## config.mk

```make
export PLATFORM = sky130hd
export DESIGN_NAME = data_memory_responder_flat
export DESIGN_NICKNAME = d
export VERILOG_FILES = /design/src/rtl/data_memory_responder_if.sv /design/src/rtl/data_memory_responder.sv /design/src/flat_wrapper.sv
export SDC_FILE = /design/constraint.sdc
export NUM_CORES = 2
export LEC_CHECK = 0
export ABC_AREA = 1
export CAP_MARGIN = 40
export CORE_MARGIN = 2
export CORE_UTILIZATION = 45
export CTS_BUF_LIST = sky130_fd_sc_hd__clkbuf_4 sky130_fd_sc_hd__clkbuf_8
export DETAILED_ROUTE_END_ITERATION = 10
export DONT_BUFFER_PORTS = 1
export PLACE_DENSITY = 0.65
export SYNTH_ARGS = -nofsm -noshare
export SYNTH_HDL_FRONTEND = slang
export SYNTH_SLANG_ARGS = --single-unit
```

## constraint.sdc

```tcl
create_clock -name clk -period 5.2 [get_ports clk]
set_clock_uncertainty 0.1 [all_clocks]
set_input_delay 0.78 -clock clk [delete_from_list [all_inputs] [get_ports clk]]
set_output_delay 0.78 -clock clk [all_outputs]
set_load 0.01 [all_outputs]
```

## src/rtl/data_memory_responder_if.sv

```systemverilog
// data_memory_responder_if
//   Request/response channel between a CPU data-memory port and the memory
//   that answers it. Both directions use a valid/ready handshake.
//
//   Request channel  (requester -> responder):
//     req_valid, req_a (byte address), req_we (1 = store), req_wd (store data)
//     req_ready (responder -> requester)
//   Response channel (responder -> requester):
//     resp_valid, resp_rd (load data), resp_err (misaligned / out of range)
//     resp_ready (requester -> responder)
//
//   Modports: master = requester (CPU side), slave = responder (memory side).
interface data_memory_responder_if;
  logic        req_valid;
  logic        req_ready;
  logic [31:0] req_a;
  logic        req_we;
  logic [31:0] req_wd;
  logic        resp_valid;
  logic        resp_ready;
  logic [31:0] resp_rd;
  logic        resp_err;

  modport master (
    output req_valid, req_a, req_we, req_wd, resp_ready,
    input  req_ready, resp_valid, resp_rd, resp_err
  );

  modport slave (
    input  req_valid, req_a, req_we, req_wd, resp_ready,
    output req_ready, resp_valid, resp_rd, resp_err
  );
endinterface

```

## src/rtl/data_memory_responder.sv

```systemverilog
// data_memory_responder
//   Word-organised data RAM answering CPU load/store requests. A request is
//   accepted in IDLE, optionally held for WAIT_STATES cycles, performed, and
//   its result is presented until the requester takes it.
//
//   Parameters:
//     ADDR_W      - log2 of RAM depth in 32-bit words
//     WAIT_STATES - extra cycles between request accept and the access
//
//   Ports:
//     clk    - rising-edge clock
//     rst_n  - asynchronous active-low reset (RAM contents are not reset)
//     bus    - slave side of data_memory_responder_if
module data_memory_responder #(
  parameter int ADDR_W      = 6,
  parameter int WAIT_STATES = 2
) (
  input  logic                     clk,
  input  logic                     rst_n,
  data_memory_responder_if.slave   bus
);

  localparam int CNT_W = (WAIT_STATES < 1) ? 1 : $clog2(WAIT_STATES + 1);
  localparam int DEPTH = 1 << ADDR_W;

  typedef enum logic [1:0] {
    S_IDLE = 2'd0,
    S_WAIT = 2'd1,
    S_RESP = 2'd2
  } state_t;

  state_t             state;
  state_t             state_next;
  logic [CNT_W-1:0]   cnt;
  logic [CNT_W-1:0]   cnt_next;
  logic               capture;
  logic               do_access;

  logic [31:0]        lat_a;
  logic               lat_we;
  logic [31:0]        lat_wd;

  logic [31:0]        acc_a;
  logic               acc_we;
  logic [31:0]        acc_wd;
  logic [ADDR_W-1:0]  acc_idx;
  logic               acc_err;

  logic [31:0]        rd_q;
  logic               err_q;

  logic [31:0]        mem [0:DEPTH-1];

  // The access uses the live request fields when it happens on the accept
  // edge itself (zero wait states), otherwise the copy latched at accept.
  always_comb begin
    acc_a  = bus.req_a;
    acc_we = bus.req_we;
    acc_wd = bus.req_wd;
    if (state == S_WAIT) begin
      acc_a  = lat_a;
      acc_we = lat_we;
      acc_wd = lat_wd;
    end
  end

  // Misaligned addresses and any set bit above the RAM's word range are
  // rejected without touching the array.
  assign acc_idx = acc_a[ADDR_W+1:2];
  assign acc_err = (acc_a[1:0] != 2'b00) || (acc_a[31:ADDR_W+2] != '0);

  // Next-state and control decode. The counter is loaded at accept and the
  // access fires on the edge where it reads 1, which gives a response
  // WAIT_STATES+1 cycles after the accept cycle.
  always_comb begin
    state_next = state;
    cnt_next   = cnt;
    capture    = 1'b0;
    do_access  = 1'b0;
    case (state)
      S_IDLE: begin
        if (bus.req_valid) begin
          capture = 1'b1;
          if (WAIT_STATES == 0) begin
            do_access  = 1'b1;
            state_next = S_RESP;
          end else begin
            cnt_next   = CNT_W'(WAIT_STATES);
            state_next = S_WAIT;
          end
        end
      end
      S_WAIT: begin
        cnt_next = cnt - CNT_W'(1);
        if (cnt == CNT_W'(1)) begin
          do_access  = 1'b1;
          state_next = S_RESP;
        end
      end
      S_RESP: begin
        if (bus.resp_ready) begin
          state_next = S_IDLE;
        end
      end
      default: begin
        state_next = S_IDLE;
      end
    endcase
  end

  // State and wait counter.
  always_ff @(posedge clk or negedge rst_n) begin
    if (!rst_n) begin
      state <= S_IDLE;
      cnt   <= '0;
    end else begin
      state <= state_next;
      cnt   <= cnt_next;
    end
  end

  // Latched request and response registers. The response holds its value
  // after the handshake so the outputs stay quiet in IDLE.
  always_ff @(posedge clk or negedge rst_n) begin
    if (!rst_n) begin
      lat_a  <= '0;
      lat_we <= 1'b0;
      lat_wd <= '0;
      rd_q   <= '0;
      err_q  <= 1'b0;
    end else begin
      if (capture) begin
        lat_a  <= bus.req_a;
        lat_we <= bus.req_we;
        lat_wd <= bus.req_wd;
      end
      if (do_access) begin
        err_q <= acc_err;
        rd_q  <= (acc_err || acc_we) ? 32'h0 : mem[acc_idx];
      end
    end
  end

  // Storage array; deliberately not reset.
  always_ff @(posedge clk) begin
    if (do_access && acc_we && !acc_err) begin
      mem[acc_idx] <= acc_wd;
    end
  end

  assign bus.req_ready  = (state == S_IDLE);
  assign bus.resp_valid = (state == S_RESP);
  assign bus.resp_rd    = rd_q;
  assign bus.resp_err   = err_q;

endmodule

```

## src/flat_wrapper.sv

```systemverilog
// flat-port wrapper written by rule: the top's interface ports become plain ports
module data_memory_responder_flat 
#(
  parameter int ADDR_W      = 6,
  parameter int WAIT_STATES = 2
)
  (clk, rst_n, bus_req_valid, bus_req_a, bus_req_we, bus_req_wd, bus_resp_ready, bus_req_ready, bus_resp_valid, bus_resp_rd, bus_resp_err);
  data_memory_responder_if bus_i ();
  input  logic clk;
  input  logic rst_n;
  input wire logic [$bits(bus_i.req_valid)-1:0] bus_req_valid;
  input wire logic [$bits(bus_i.req_a)-1:0] bus_req_a;
  input wire logic [$bits(bus_i.req_we)-1:0] bus_req_we;
  input wire logic [$bits(bus_i.req_wd)-1:0] bus_req_wd;
  input wire logic [$bits(bus_i.resp_ready)-1:0] bus_resp_ready;
  output wire logic [$bits(bus_i.req_ready)-1:0] bus_req_ready;
  output wire logic [$bits(bus_i.resp_valid)-1:0] bus_resp_valid;
  output wire logic [$bits(bus_i.resp_rd)-1:0] bus_resp_rd;
  output wire logic [$bits(bus_i.resp_err)-1:0] bus_resp_err;
  assign bus_i.req_valid = bus_req_valid;
  assign bus_i.req_a = bus_req_a;
  assign bus_i.req_we = bus_req_we;
  assign bus_i.req_wd = bus_req_wd;
  assign bus_i.resp_ready = bus_resp_ready;
  assign bus_req_ready = bus_i.req_ready;
  assign bus_resp_valid = bus_i.resp_valid;
  assign bus_resp_rd = bus_i.resp_rd;
  assign bus_resp_err = bus_i.resp_err;
  data_memory_responder #(.ADDR_W(ADDR_W), .WAIT_STATES(WAIT_STATES)) u_core (.clk(clk), .rst_n(rst_n), .bus(bus_i));
endmodule
```

Word level (Yosys, flattened, before mapping)
Memory sizes are Yosys's and may differ from the RTL's.
Cells that the tools add are included.
- register bits: 102
- bits in writable memories: 2048
- bits of input ports: 69
- output and inout port bits: 35
- word-level logic and storage cells: 42
- memories kept: 1
- add/subtract/negate cells: 1
- equal/unequal tests: 6
- muxes and demuxes: 16
- reductions and logical operators: 11
- memories (name ; words ; bits a word ; rd ports ; clocked after memory_dff ; write ports ; line ; source):
    u_core.mem ; 64 ; 32 ; 1 ; 0 ; 1 ; data_memory_responder.sv:52 ; logic [31:0] mem [0:DEPTH-1];
- operators with widths (cell ; count):
    $mux 32 ; 3
    $reduce_bool 24->1 ; 1
    $mux 2 ; 4
    $mux 1 ; 7
    $ne 2x2->1 const B ; 3
    $pmux 2 s3 ; 1
    $eq 2x1->1 const B ; 2
    $pmux 2 s2 ; 1
    $reduce_bool 2->1 ; 2
    $reduce_and 3->1 ; 1
    $eq 2x2->1 const B ; 1
    $logic_and 1x1->1 ; 2
    $logic_not 2->1 ; 1
    $logic_or 1x1->1 ; 2
    $reduce_and 2->1 ; 1
    $sub 2x1->2 const B ; 1
    $logic_not 1->1 ; 1

Depth between registers and ports, before layout
- word-level depth: 8
- mapped depth: 17
- depth with buffers taken out: 15

Worst setup path before layout
Ideal clock, no wire load.
- path type: register -> register
- start point: reg u_core.state[0]
- end point: mem u_core.mem[0][0], data pin
- library setup time: 0.702 ns
- arrival: 3.515 ns
- data required time: 4.398 ns
- path slack: 0.883 ns
- cell stages (with the launch flop): 7
- buffers on the path: 3
- period minus slack after synthesis: 4.317 ns
- cell sequence: dfrtp_1 > buf_4 > inv_1 > nor2_2 > clkbuf_1 > clkbuf_1 > o21ai_0
- word-level cells in the longest chain between the ends: 2
- ends and longest elaborated chain (what ; line ; source):
    start: declaration ; data_memory_responder.sv:32 ; state_t state;
    start signal: assignment ; data_memory_responder.sv:117 ; state <= state_next;
    $eq 2x1->1 ; data_memory_responder.sv:60 ; if (state == S_WAIT) begin
    $mux 32 ; data_memory_responder.sv:60 ;
    net u_core.acc_wd[0] ; data_memory_responder.sv:45 ; logic [31:0] acc_wd;
    end: declaration ; data_memory_responder.sv:52 ;
The timed path passes the listed nets, and every way through them passes these cells.

Worst setup path after layout
- start point: reg u_core.state[1]
- end point: reg u_core.rd_q[13], in the netlist u_core.bus.resp_rd[13]
- word-level cells in the longest chain between the ends: 6
- elaborated cells on any way between the ends: 10
- those cells by class: eq/ne (1); mux (4); reduce/logical (4); memory (1)
- ends and longest elaborated chain (what ; line ; source):
    $eq 2x1->1 (*) ; data_memory_responder.sv:60, data_memory_responder.sv:80 ;
    parallel branches: the longest is 5 deep, another holds $mem_v2 64x32 ; n/a ;
    end signal: assignment ; data_memory_responder.sv:139 ; rd_q <= (acc_err || acc_we) ? 32'h0 : mem[acc_idx];
    end: declaration ; data_memory_responder.sv:49 ; logic [31:0] rd_q;
Mark *: on every way between the ends.
A chain may end at the register's enable or synchronous reset.

==> flow_metrics.py <==
metrics = {
    "worst_setup_path": {
        "setup.worst_path.end_class": "flop",
        "critPathLaunchType": "flop",
        "slowest_stage": "buf_4",
        "crit_buf_inv": 3,
        "crit_fanout": 83,
        "path_class": "reg2reg",
        "cp_cell_sequence": "inv_2, nand2_4, nand2_1, nand2_8, buf_12, buf_4, nand2_1, nand3_1, nand4_1, and2_1, nor2_1, nand3_1, nand2_1",
        "crit_required_ps": 6070,
        "cpLargestDelayFamily": "simple AND/OR/NAND/NOR gates",
        "max_stage_delay_ps": 700,
        "cp.arrival_ps": 4970,
        "cpMostUsedCell": "nand2_1",
    },
    "drt": {
        "vias_per_cell": 5.339,
        "first_pass_iters": 6,
        "drc": 0,
        "drt_iter0_drc": 7967,
        "post_drt_wl_per_cell_um": 22.56,
        "wl_um": 257700,
        "ant_nets": 0,
        "vias": 60972,
    },
    "die": {
        "core_um2": 197400,
        "die_area_um2": 202100,
        "dieWidth_um": 449.6,
        "ios": 104,
        "start_util_pct": 45.26,
        "num_rows": 163,
        "dieHeight_um": 449.6,
    },
    "place": {
        "port_buffers": 0,
        "gp_congestion": 0.8726,
        "place_ws_ps": 1150,
        "dp_hpwl_um": 145000,
    },
    "power": {
        "pwr-share-clk_pct": 23.2,
        "power_density_nw_per_um2": 617.7,
        "power_frac_seq_pct": 36.7,
        "swShare_pct": 42.28,
        "leakagePower_uw": 0.04048,
        "p_comb_share_pct": 40.2,
        "peakVddDrop_mv": 0.5536,
        "p_int_uw": 36170,
        "switchingPower_uw": 26490,
    },
    "cts": {
        "clk_pin_slew_worst_paths_ps": 60,
        "postCtsSetupBuffers": 0,
        "cts-root-buf": "clkbuf_8",
        "clock_sinks": 2150,
        "cts_htree_levels": 5,
        "clock_path_buffers": 4,
        "tritoncts": "done",
        "clk_latency_ps": 1080,
        "cts_made_buffers": 358,
    },
    "synth": {
        "ys_types": 34,
        "synth_fa_ha_area_share_pct": 0.01400,
        "synth_top_family_by_area": "simple AND/OR/NAND/NOR gates",
        "synth_top_area_share_pct": 68.82,
        "ys_seq_area_share_pct": 71.68,
        "synth_compound_area_share_pct": 2.168,
        "ys_seq_elements": 2150,
        "avgSynthCellArea_um2": 10.76,
        "synth_area_leaders": "edfxtp_1 69%, nand2_1 14%, nand3_1 3.3%, inv_1 3.2%, dfrtp_1 2.9%",
        "muxShareOfSynthArea_pct": 0,
        "yosys_warnings": 0,
        "synth-xor-area-share_pct": 0,
        "syn_nets": 8372,
        "netlist_area_um2": 89360,
        "synth_simple_gate_area_share_pct": 20.66,
        "syn_inst": 8302,
        "netlist.top_cell.by_area": "edfxtp_1",
    },
    "finish": {
        "seq_area_um2": 64050,
        "drive_gt1_share_pct": 10.21,
        "finalCoreUtilization_pct": 51.39,
        "area_delta_synth_final_pct": 13.54,
        "multiInputGateArea_um2": 21350,
        "nFillCells": 16912,
        "fin_nets": 8589,
    },
    "sta": {
        "final.setup.worst_slack_ps": 1096,
        "worst_pin_slew_ps": 1037,
        "maxSlewViolCount": 0,
        "setup_viol": 0,
        "clock.fmax_mhz": 243.7,
        "fin_tns_setup_ps": 0,
        "finalCritPeriodShare_pct": 78.92,
        "maxSlewHeadroom_pct": 30.87,
        "min_period_ps": 4104,
        "grt_setup_unrepaired": "no",
        "finalHoldViolations": 0,
    },
    "run_status": {
        "outcome": "finished clean",
    },
    "global_routing": {
        "grt_pass1_vias": 58422,
        "grtUsageTotal_pct": 25.13,
        "antenna_found_initial": 15,
        "grt_max_degree": 123,
        "overflow": 0,
        "grt_pass1_wl_um": 379100,
    },
    "min_path": {
        "hp-class": "in2reg",
    },
    "run": {
        "cap_viol_max_count": 0,
    },
}
power by group through the flow:
| stage | logic (µW) | registers (µW) | clock network (µW) |
|---|---|---|---|
| detailed placement | 24700 | 23300 | 0 |
| floorplan | 14700 | 23600 | 0 |
| global route | 27300 | 23000 | 15400 |
| finish | 25200 | 23000 | 14500 |
| global placement | 24000 | 23400 | 0 |
| CTS | 24800 | 23000 | 14700 |
per-stage QoR:
step | std cells | instance area, µm² | power [µW] | hold slack (ps)
floorplan | 8302 | 89360 | 38310 | 345.1
global placement | 10713 | 93530 | 47360 | 364.9
detailed placement | 10729 | 93870 | 48030 | 372.3
CTS | 11413 | 101400 | 62480 | 113.4
global route | 11419 | 101500 | 65690 | 204.8
finish | 11420 | 101500 | 62670 | 202.0
per-layer routing:
metal,vias up,share of wire (%),GRT usage (%)
met1,29421,40,34.01
met2,3144,46,39.55
li1,27780,-,-
met3,617,9.8,5.033
met4,10,4.6,10.84
met5,-,0.026,0
kinds of logic (layout without fill, tap and decap cells):
| group | count (synthesis) | in the layout |
|---|---|---|
| compound gates | 379 | 379 |
| simple gates | 4576 | 4576 |
| other cells | 0 | 5 |
| flops | 2150 | 2150 |
| fa+ha+maj | 1 | 1 |
| buf+inv | 1196 | 1669 |
final timing paths:
check	depth (start not counted)	start	slack, ps	endpoint
worst max register to register	13	u_core.state[1]	1100	u_core.bus.resp_rd[13]
worst max-delay path	13	u_core.state[1]	1100	u_core.bus.resp_rd[13]
min in group asynchronous	2	rst_n	400	u_core.bus.resp_rd[19]
max in group asynchronous	2	rst_n	4100	u_core.lat_wd[28]
worst min-delay path	5	bus_req_a[23]	200	u_core.bus.resp_err
worst min register to register	2	u_core.lat_a[1]	380	u_core.lat_a[1]
repair_timing:
item / CTS / global route
resized for setup: 0 / 0
hold endpoints to repair: 174 / 0
hold buffers: 68 / 0
cell usage after synthesis (all sizes together):
library cell	count
o21a	1
nand3b	2
ha	1
a31oi	1
nand4	132
o21ai	335
or2	1
inv	778
nor3	6
nor4	1
clkbuf	127
edfxtp	2048
nand3	588
buf	291
a21oi	41
nand2	3446
nor2	376
o31ai	1
dfrtp	102
and2	24
worst reg2reg max path: cells and delay by family, from the launching register on:
family        cells  cell delay [ps]
buf+inv           3             1290
flops             1              420
simple gates     10             2240
registers in the layout, summed over array words and instances, names as in the netlist:
register             cells
u_core.mem            2048
u_core.state             2
u_core.bus.resp_rd      32
u_core.lat_we            1
u_core.lat_a            32
u_core.cnt               2
u_core.bus.resp_err      1
u_core.lat_wd           32
cells in the final DEF (no fill, tap or decap), drive strengths merged, types with 24 or more instances in the layout:
cell type	instances
nand2	3446
edfxtp	2048
inv	778
nand3	588
clkbuf	506
nor2	376
o21ai	335
buf	208
nand4	132
dfrtp	102
clkinv	97
dlygate4sd3	67
a21oi	41
and2	24
final cells by class:
type	count	area share [%]
Antenna cell	5	0.01233
Clock buffer	506	6.088
Clock inverter	110	0.6290
Inverter	778	2.881
Multi-Input combinational cell	4956	21.04
Sequential cell	2150	63.13
Tap cell	2640	3.256
Timing Repair Buffer	275	2.960
(Power assumes the default switching activity.)
